## src/rtl/mmio_output_port.sv

```systemverilog
`default_nettype none
// ============================================================================
// mmio_output_port : snoops the data-memory write bus into a 24-bit output
//                    port plus three double-buffered, prescaled 8-bit PWMs.
// Revision 1.0
// ============================================================================
module mmio_output_port #(
    parameter int OUT_ADDR  = 1009,
    parameter int PWM0_ADDR = 1006,
    parameter int PWM1_ADDR = 1003,
    parameter int PWM2_ADDR = 1000,
    parameter int PRESCALE  = 4
) (
    input  logic        clk,
    input  logic        rst,
    input  logic [9:0]  writeAddr,
    input  logic        WE,
    input  logic [23:0] writeData,
    output logic [23:0] outputPort,
    output logic        outStrobe,
    output logic [2:0]  pwmOut,
    output logic        pwmPeriodEnd
);

    localparam int             PSW        = (PRESCALE > 1) ? $clog2(PRESCALE) : 1;
    localparam logic [PSW-1:0] PRE_MAX    = PSW'(PRESCALE - 1);
    localparam logic [9:0]     LAST_ADDR  = 10'd1011;
    localparam logic [2:0][9:0] DUTY_ADDR = {10'(PWM2_ADDR), 10'(PWM1_ADDR), 10'(PWM0_ADDR)};

    logic [23:0]     port_q, port_d;
    logic            strobe_q, strobe_d;
    logic [2:0][7:0] shadow_q, shadow_d;
    logic [2:0][7:0] active_q, active_d;
    logic [PSW-1:0]  pre_q, pre_d;
    logic [7:0]      cnt_q, cnt_d;
    logic [2:0]      pwm_q, pwm_d;
    logic            pend_q, pend_d;

    logic            wr_ok;
    logic            tick;
    logic            wrap;
    logic [2:0][9:0] byte_addr;

    always_comb begin
        wr_ok    = WE && (writeAddr <= LAST_ADDR);
        port_d   = port_q;
        strobe_d = 1'b0;
        shadow_d = shadow_q;
        for (int k = 0; k < 3; k++) begin
            // 10-bit add: byte addresses wrap modulo 1024
            byte_addr[k] = writeAddr + 10'(k);
            for (int b = 0; b < 3; b++) begin
                if (wr_ok && byte_addr[k] == 10'(OUT_ADDR + b)) begin
                    port_d[8*b +: 8] = writeData[8*k +: 8];
                    strobe_d         = 1'b1;
                end
            end
            for (int n = 0; n < 3; n++) begin
                if (wr_ok && byte_addr[k] == DUTY_ADDR[n]) begin
                    shadow_d[n] = writeData[8*k +: 8];
                end
            end
        end
    end

    // Active duties only change at the period wrap, so a period never glitches.
    always_comb begin
        tick     = (pre_q == PRE_MAX);
        wrap     = tick && (cnt_q == 8'hFF);
        pre_d    = tick ? '0 : pre_q + 1'b1;
        cnt_d    = tick ? cnt_q + 8'd1 : cnt_q;
        active_d = wrap ? shadow_q : active_q;
        pend_d   = wrap;
        for (int n = 0; n < 3; n++) begin
            pwm_d[n] = (cnt_q < active_q[n]);
        end
    end

    always_ff @(posedge clk) begin
        if (rst) begin
            port_q   <= '0;
            strobe_q <= 1'b0;
            shadow_q <= '0;
            active_q <= '0;
            pre_q    <= '0;
            cnt_q    <= '0;
            pwm_q    <= '0;
            pend_q   <= 1'b0;
        end else begin
            port_q   <= port_d;
            strobe_q <= strobe_d;
            shadow_q <= shadow_d;
            active_q <= active_d;
            pre_q    <= pre_d;
            cnt_q    <= cnt_d;
            pwm_q    <= pwm_d;
            pend_q   <= pend_d;
        end
    end

    assign outputPort   = port_q;
    assign outStrobe    = strobe_q;
    assign pwmOut       = pwm_q;
    assign pwmPeriodEnd = pend_q;

endmodule
`default_nettype wire
```

## config.mk

```make
export PLATFORM = sky130hd
export DESIGN_NAME = mmio_output_port
export DESIGN_NICKNAME = d
export VERILOG_FILES = /design/src/rtl/mmio_output_port.sv
export SDC_FILE = /design/constraint.sdc
export NUM_CORES = 1
export LEC_CHECK = 0
export CAP_MARGIN = 20
export CELL_PAD_IN_SITES_DETAIL_PLACEMENT = 0
export CELL_PAD_IN_SITES_GLOBAL_PLACEMENT = 1
export CORE_ASPECT_RATIO = 0.9
export CORE_MARGIN = 3
export CORE_UTILIZATION = 45
export CTS_CLUSTER_DIAMETER = 50
export DETAILED_ROUTE_END_ITERATION = 12
export HOLD_SLACK_MARGIN = 0.05
export PLACE_DENSITY = 0.85
export SLEW_MARGIN = 20
export SYNTH_ARGS = -nofsm -noshare
export SYNTH_HDL_FRONTEND = slang
export SYNTH_SLANG_ARGS = --single-unit
```

## constraint.sdc

```tcl
create_clock -name clk -period 7.7 [get_ports clk]
set_clock_uncertainty 0.1 [all_clocks]
set_input_delay 0.77 -clock clk [delete_from_list [all_inputs] [get_ports clk]]
set_output_delay 0.77 -clock clk [all_outputs]
set_load 0.005 [all_outputs]
```

==> key figures, run 1 <==
Status
  • Status: finished clean

Die
  • Die height: 112 um
  • Die area: 13,800 um2
  • Core Footprint: 11,800 um2
  • # IOs: 66
  • Rows: 37
  • Die width: 123 um
  • Effective utilization at floorplan: 47.4%

Worst hold path
  • Hold path cells: 1
  • Hold Path Origin: pre_q[0]
  • WHS Endpoint: pre_q[0]
  • Worst hold path class: reg -> reg

Synthesis
  • Synth Register Bits: 87
  • Mux cell area share after synthesis: 3.59%
  • Synth Area in XOR/XNOR: 0.785%
  • Post-synthesis sequential area ratio: 31.2%
  • Adder-cell share of the synthesized area: 5.38%
  • Post-synth EDFFs: 0
  • Yosys cell types: 75
  • Post-synth ARST share: 0%
  • Post-synthesis compound-gate area fraction: 26.6%
  • Ys flop type: dfxtp_1
  • Simple-Gate Fraction of Synth Area: 26.9%
  • Net count after synthesis: 762
  • YS warnings: 0
  • Post-Syn Area: 5580 um2
  • Mapped Cells: 701
  • Largest family of logic cells by synthesized area: simple AND/OR/NAND/NOR gates
  • Syn avg cell area: 7.96 um2

Clock tree
  • Worst-path clk slew: 0.06 ns
  • Root Buffer: clkbuf_16
  • TritonCTS clock tree: yes
  • Clk buf depth: 2
  • H-tree lvl count: 3
  • CTS buffer count: 9
  • Post-cts sizing count: 0
  • Clk sink count: 87
  • Post-CTS setup buffer count: 0
  • # hold bufs at CTS: 0
  • Worst-skew pair later-pin latency: 0.34 ns

Pwr
  • Leakage power total: 2.35 nW
  • P per Cell Area: 154 nW/um2
  • Peak supply drop: 0.117 mV

Run
  • Max-cap violation count: 0

Worst setup path
  • Crit. End Element: register
  • CP Data Arrival Time: 4.71 ns
  • R2r startpoint: pre_q[0]
  • Required time of the critical path: 7.89 ns
  • Critical-path maximum fanout: 20
  • R2r endpoint: active_q[15]
  • FF-to-FF setup slack: 5.28 ns
  • Worst r2r path cells: 6
  • Critical path class: in -> reg
  • CP startpoint kind: input port
  • Crit path launch: writeAddr[2]

Cells and area
  • Post-Layout Cell Count: 896
  • # diodes: 0
  • Final Util: 55.5%
  • Syn-to-layout area delta: 17.1%
  • Final nets: 797
  • Layout cell share with drive strength beyond 1: 6.62%

GRT
  • Global-route wire length before repair: 27.3 mm
  • Vias in the first global route: 5,221
  • All-Layer GR Usage: 24.8%
  • Total grt overflow: 0
  • Largest net degree at the start of global routing: 66
  • Initial antenna violation count: 0

STA
  • RSZ-0062 raised after global routing: no
  • Max_slew headroom: 34.8%
  • Measured slew at the worst slew-check pin: 0.975 ns
  • Setup violators final: 0
  • Total negative setup slack: 0 ns
  • Maximum clock rate: 0.221 GHz
  • Number of max-slew violations in the final report: 0
  • Final hold viol count: 0
  • Fin crit share: 58.8%
  • Final min period: 4.53 ns

Placed design
  • Number of port buffers: 65
  • Placed insts: 880
  • DP HPWL: 12.2 mm
  • Routability congestion estimate: 0.916

Routing
  • Drt wl/cell: 18.9 um
  • Vias per inst: 6.15
  • DRT Wirelength: 17.0 mm
  • # DRC: 0
  • Drt first pass iters: 5
  • Drt first-iter violations: 454
  • Vias: 5,511
  • Antenna Violating Nets Remaining: 0
==> worst max-delay path by stage <==
stage | end | slack (ns) | cells past startpoint
after global placement | outputPort[16] | 2.72 | 9
after detailed placement | outputPort[8] | 2.54 | 9
after CTS | outputPort[8] | 2.93 | 9
final | shadow_q[18] | 3.17 | 9
after floorplan | shadow_q[10] | 4.64 | 11
after global routing | shadow_q[23] | 2.79 | 9
==> area by class of cell <==
cell class | instances | area, um2
inverters | 25 | 93.8
clock inverters | 3 | 43.8
fillers | 1092 | 5230
repair buffers | 69 | 683
clock buffers | 12 | 246
flip-flops and latches | 87 | 1740
multi-input cells | 544 | 3520
well taps | 156 | 195
==> flip-flops by register name, summed over array words and instances (netlist names) <==
signal / count
pwmPeriodEnd: 1
cnt_q: 8
outStrobe: 1
shadow_q: 24
pwmOut: 3
active_q: 24
pre_q: 2
outputPort: 24
==> per-layer routing <==
metal	GRT usage, %	up-vias	wire (um)
li1	-	2637	-
met1	35.4	2606	7600
met2	37.9	237	7530
met3	4.88	31	1460
met4	7.23	0	372
met5	0	-	0
==> where the power goes <==
part	total [mW]	internal, mW	leakage (nW)	switching, mW
logic	0.113	0.0415	1.50	0.0719
clock network	0.436	0.259	0.143	0.177
registers	0.454	0.452	0.701	0.00163
total	1.00	0.753	2.35	0.251
==> synth_stat cells (17+ instances only) <==
master	count	share of area, %
nand2_1	100	6.7
dfxtp_1	87	31
nor2_1	59	4.0
a21oi_1	46	4.1
nor3_1	39	3.5
and3_1	31	3.5
o21ai_0	27	2.4
a211oi_1	26	3.5
o31ai_1	26	3.5
inv_1	25	1.7
ha_1	24	5.4
buf_2	19	1.7
clkbuf_1	18	1.2
a21o_1	17	2.3
==> placed cells by master, fill, tap and decap left out, types with 3 or more instances in the layout <==
cell / netlist / final
a2111oi_2: 3 / 3
a211o_1: 5 / 5
a211oi_1: 26 / 26
a211oi_4: 3 / 3
a21o_1: 17 / 17
a21oi_1: 46 / 46
a22o_1: 16 / 16
a31oi_1: 5 / 5
and2_1: 3 / 3
and3_1: 31 / 31
and4_1: 4 / 4
and4b_1: 3 / 3
buf_4: 4 / 3
clkbuf_16: 0 / 9
clkdlybuf4s50_1: 0 / 64
dfxtp_1: 87 / 87
ha_1: 24 / 24
inv_1: 25 / 25
mux2_2: 8 / 8
mux2i_1: 11 / 11
nand2_1: 100 / 100
nand2b_1: 6 / 6
nand3_1: 9 / 9
nand4_1: 7 / 7
nor2_1: 59 / 59
nor2b_1: 3 / 3
nor3_1: 39 / 39
nor4_1: 3 / 3
nor4_2: 3 / 3
o21ai_0: 27 / 27
o31ai_1: 26 / 26
or3_1: 5 / 5
xor2_1: 3 / 3
==> worst max-delay path, cell delays in order <==
cell	delay [ns]
clkdlybuf4s50_1	0.90
ha_1	0.58
nand4_1	0.26
nand4_1	0.16
and3_1	0.46
a211o_1	0.54
nor2_1	0.10
nor4b_2	0.68
a22o_1	0.26
==> stage by stage <==
step	hold slack (ns)	instance area [um2]	setup WS (ns)	total power, mW
2_1_floorplan	0.304	5580	4.64	0.526
3_3_place_gp	0.313	6220	2.72	0.573
3_5_place_dp	0.323	6220	2.54	0.574
4_1_cts	0.332	6510	2.93	1.01
5_1_grt	0.363	6530	2.79	1.04
6_report	0.338	6530	3.17	1.00
==> logic make-up (layout without fill, tap and decap cells) <==
group                      count (synthesis)  in the layout
adders and majority gates                 24             24
xor gates and xnor gates                   5              5
DFF                                       87             87
muxes                                     19             19
AOI/OAI and AO/OA                        200            200
and+or+nand+nor                          296            296
buffers and inverters                     70            109
Power figures use the tool's default switching activity.
==> run 2: changes to the inputs <==
CORE_UTILIZATION = 38   (was 45)
PLACE_DENSITY = 0.77   (was 0.85)
clock period = 4 ns   (was 7.7 ns; I/O delays follow)
==> key figures, run 2 (synthesis results as in run 1) <==
Status
  • Status: finished clean

Cells and area
  • Commonest non-fill, non-tap cell in the layout: nand2_1
  • Filler instances: 1,407
  • Most frequent cells in the layout: 100 x nand2_1, 87 x dfxtp_1, 64 x clkdlybuf4s50_1
  • Final nets: 809
  • Layout cell share with drive strength beyond 1: 8.37%
  • Final Util: 47.1%
  • Syn-to-layout area delta: 19.9%
  • Post-Layout Cell Count: 946
  • # diodes: 0

GRT
  • All-Layer GR Usage: 21.7%
  • Largest net degree at the start of global routing: 55
  • Vias in the first global route: 5,322
  • Global-route wire length before repair: 28.1 mm
  • Total grt overflow: 0
  • Initial antenna violation count: 0

Worst setup path
  • Slowest Stage Delay on Critical Path: 0.63 ns
  • CP startpoint kind: input port
  • Critical path class: in -> reg
  • FF-to-FF setup slack: 1.68 ns
  • Crit. End Element: register
  • Critical Path, Cell by Cell: clkdlybuf4s50_1, ha_1, and4_1, a211o_1, and3_1, a211o_1, nor2_1, nor4b_2, a22o_1
  • Slowest CP cell: nor4b_2
  • Worst path depth: 9
  • Top cell by count, worst path: a211o_1
  • CP Data Arrival Time: 3.68 ns
  • Worst r2r path cells: 6
  • CP bufs+invs: 1
  • CP delay by family, top: simple AND/OR/NAND/NOR gates
  • Required time of the critical path: 4.18 ns
  • Critical-path maximum fanout: 17

Pwr
  • P per Cell Area: 300 nW/um2
  • Design Power: 2.01 mW
  • Leakage power total: 2.42 nW
  • Peak supply drop: 0.188 mV

STA
  • Final hold viol count: 0
  • Maximum clock rate: 0.286 GHz
  • Max_slew headroom: 37.8%
  • Fin crit share: 87.3%
  • Number of max-slew violations in the final report: 0
  • RSZ-0062 raised after global routing: no
  • Final min period: 3.49 ns
  • Setup violators final: 0
  • Total negative setup slack: 0 ns
  • Measured slew at the worst slew-check pin: 0.931 ns
  • Fin Hold WS: 0.326 ns

Clock tree
  • Root Buffer: clkbuf_16
  • Post-CTS setup buffer count: 0
  • H-tree lvl count: 3
  • # hold bufs at CTS: 0
  • TritonCTS clock tree: yes
  • Clk sink count: 87
  • Clk buf depth: 2
  • Worst-path clk slew: 0.07 ns
  • Post-cts sizing count: 0
  • CTS buffer count: 9
  • Worst-skew pair later-pin latency: 0.34 ns

Run
  • Max-cap violation count: 0

Die
  • Effective utilization at floorplan: 39.2%
  • Core Footprint: 14,200 um2
  • Die width: 134 um
  • # IOs: 66
  • Rows: 41
  • Die height: 121 um
  • Die area: 16,200 um2

Placed design
  • DP HPWL: 12.5 mm
  • Placed insts: 930
  • Number of port buffers: 65
  • Routability congestion estimate: 0.887

Worst hold path
  • Worst hold path class: reg -> reg
  • Hold path cells: 1

Routing
  • Drt wl/cell: 18.4 um
  • Drt first-iter violations: 441
  • Vias: 5,505
  • Drt first pass iters: 5
  • Antenna Violating Nets Remaining: 0
  • # DRC: 0
  • DRT Wirelength: 17.4 mm
  • Vias per inst: 5.82
[run 2: cell count changes in the layout (fill, tap and decap cells not counted), sizes merged]
cell	delta
clkinvlp	+1
inv	+2
bufinv	+1
clkinv	-1
buf	+12
clkbuf	-2
[run 2: power by group]
part	switching (mW)	leakage, nW	internal [mW]	total (mW)
clock	0.355	0.155	0.553	0.908
sequential	0.00304	0.701	0.870	0.873
combinational	0.142	1.56	0.0836	0.226
[run 2: layer usage]
layer  GRT usage, %  share of wire [%]  vias to the layer above
li1               -                  -                     2654
met1           28.9                 45                     2640
met2           36.0                 47                      174
met3           2.49                5.2                       37
met4           8.68                2.7                        0
met5              0                  0                        -
[run 2: worst paths after layout]
check	startpoint	end
worst min register to register	pre_q[0]	pre_q[0]
worst min-delay path	pre_q[0]	pre_q[0]
worst max-delay path	writeAddr[1]	shadow_q[19]
worst max register to register	cnt_q[1]	active_q[13]
[run 2: stage by stage]
| step | setup WS (ns) | cell area (um2) |
|---|---|---|
| 3_3_place_gp | 0.338 | 6370 |
| 2_1_floorplan | 1.31 | 5580 |
| 6_report | 0.508 | 6690 |
| 3_5_place_dp | 0.215 | 6370 |
| 4_1_cts | 0.572 | 6690 |
| 5_1_grt | 0.198 | 6690 |
[run 2: final cells by class]
type                            count  area, um2  area share, %
Multi-Input combinational cell    544       3520           52.7
Sequential cell                    87       1740           26.0
Timing Repair Buffer               81        766           11.4
Tap cell                          193        241           3.61
Clock buffer                       10        229           3.42
Inverter                           25       93.8           1.40
Clock inverter                      6       92.6           1.38
==> run 3: changes to the inputs <==
CORE_MARGIN = 2   (was 3)
CORE_UTILIZATION = 45   (was 38)
PLACE_DENSITY = 0.85   (was 0.77)
clock period = 4.25 ns   (was 4 ns; I/O delays follow)
==> key figures, run 3 (synthesis results as in run 1) <==
Worst setup path
  • Top cell by count, worst path: nand4_1
  • CP bufs+invs: 1
  • Slowest Stage Delay on Critical Path: 0.67 ns
  • Crit path launch: writeAddr[1]
  • Worst path depth: 9
  • Critical path class: in -> reg
  • CP startpoint kind: input port
  • CP delay by family, top: simple AND/OR/NAND/NOR gates
  • CP Data Arrival Time: 3.79 ns
  • Worst r2r path cells: 6
  • Critical Path, Cell by Cell: clkdlybuf4s50_1, ha_1, nand4_1, nand4_1, and3_1, a211o_1, nor2_1, nor4b_2, a22o_1
  • Required time of the critical path: 4.43 ns
  • Critical-path maximum fanout: 17
  • Crit. End Element: register
  • R2r endpoint: active_q[7]
  • Crit path capture: shadow_q[16]
  • Slowest CP cell: nor4b_2
  • FF-to-FF setup slack: 1.89 ns
  • R2r startpoint: cnt_q[1]

STA
  • Final min period: 3.61 ns
  • Fin Hold WS: 0.351 ns
  • Maximum clock rate: 0.277 GHz
  • Final hold viol count: 0
  • Setup violators final: 0
  • Max_slew headroom: 37.5%
  • Measured slew at the worst slew-check pin: 0.934 ns
  • Number of max-slew violations in the final report: 0
  • RSZ-0062 raised after global routing: no
  • Total negative setup slack: 0 ns
  • Fin crit share: 84.9%

GRT
  • Global-route wire length before repair: 27.6 mm
  • Largest net degree at the start of global routing: 55
  • All-Layer GR Usage: 26.8%
  • Vias in the first global route: 5,213
  • Initial antenna violation count: 0
  • Total grt overflow: 0

Die
  • Core Footprint: 12,100 um2
  • Effective utilization at floorplan: 46.2%
  • Rows: 38
  • Die height: 110 um
  • Die width: 121 um
  • Die area: 13,300 um2
  • # IOs: 66

Pwr
  • Comb power frac: 11.6%
  • Switching part of the total: 25.8%
  • Clock power frac: 44.0%
  • Leakage power total: 2.39 nW
  • P per Cell Area: 280 nW/um2
  • Design Power: 1.85 mW
  • Peak supply drop: 0.175 mV
  • P_int: 1.37 mW
  • Switching Power: 0.478 mW
  • Seq pwr share: 44.4%

Run
  • Max-cap violation count: 0

Clock tree
  • Post-cts sizing count: 0
  • CTS buffer count: 9
  • Clk buf depth: 2
  • Root Buffer: clkbuf_16
  • Clk sink count: 87
  • H-tree lvl count: 3
  • # hold bufs at CTS: 0
  • Post-CTS setup buffer count: 0
  • TritonCTS clock tree: yes
  • Worst-skew pair later-pin latency: 0.34 ns
  • Worst-path clk slew: 0.07 ns

Routing
  • Antenna Violating Nets Remaining: 0
  • Drt first pass iters: 6
  • Vias per inst: 6.09
  • # DRC: 0
  • DRT Wirelength: 17.1 mm
  • Vias: 5,538
  • Drt wl/cell: 18.8 um
  • Drt first-iter violations: 425

Status
  • Status: finished clean

Cells and area
  • Final nets: 805
  • Commonest non-fill, non-tap cell in the layout: nand2_1
  • Post-Layout Cell Count: 909
  • # diodes: 0
  • Final Util: 54.7%
  • Syn-to-layout area delta: 18.4%
  • Most frequent cells in the layout: 100 x nand2_1, 87 x dfxtp_1, 64 x clkdlybuf4s50_1
  • Layout cell share with drive strength beyond 1: 8.01%

Placed design
  • DP HPWL: 12.3 mm
  • Number of port buffers: 65
  • Routability congestion estimate: 0.879
  • Placed insts: 893

Worst hold path
  • Worst hold path class: reg -> reg
[run 3: worst min path at each step]
| stage | startpoint | endpoint | slack, ns | cells after the start |
|---|---|---|---|---|
| after floorplan | pre_q[0] | pre_q[0] | 0.30 | 1 |
| after global placement | pre_q[0] | pre_q[0] | 0.31 | 1 |
| after detailed placement | shadow_q[4] | shadow_q[4] | 0.34 | 2 |
| after CTS | pre_q[0] | pre_q[0] | 0.35 | 1 |
| after global routing | outputPort[12] | outputPort[12] | 0.38 | 2 |
| final | pre_q[0] | pre_q[0] | 0.35 | 1 |
[run 3: per-layer routing]
layer	vias up	GRT usage [%]	share of wire [%]
met5	-	0	0
met3	38	5.71	7.2
met2	219	42.6	44
li1	2647	-	-
met1	2634	35.6	45
met4	0	10.6	3.1
[run 3: per-stage QoR]
stage          cell area [um2]  worst slack [ns]
6_report                  6600             0.640
2_1_floorplan             5580              1.53
5_1_grt                   6600             0.325
3_3_place_gp              6290             0.510
3_5_place_dp              6290             0.323
4_1_cts                   6600             0.682
[run 3: worst register-to-register path, stage by stage, from the launching register on]
cell and delay [ns]:
dfxtp_1 0.49, ha_1 0.27, nand3_1 0.09, nor2_1 0.20
nand3_1 0.69, nand2_1 0.31, a21oi_1 0.09
[run 3: power by group through the flow]
stage          registers, mW  logic (mW)  clock network, mW
6_report               0.822       0.214              0.815
5_1_grt                0.822       0.227              0.871
4_1_cts                0.822       0.208              0.831
3_5_place_dp           0.841       0.208                  0
3_3_place_gp           0.841       0.206                  0
2_1_floorplan          0.840       0.114                  0
[run 3: cell type report]
class	instances	area (um2)
fillers	1158	5480
well taps	160	200
clock buffers	10	239
repair buffers	77	736
multi-input cells	544	3520
flip-flops and latches	87	1740
inverters	25	93.8
clock inverters	6	67.6
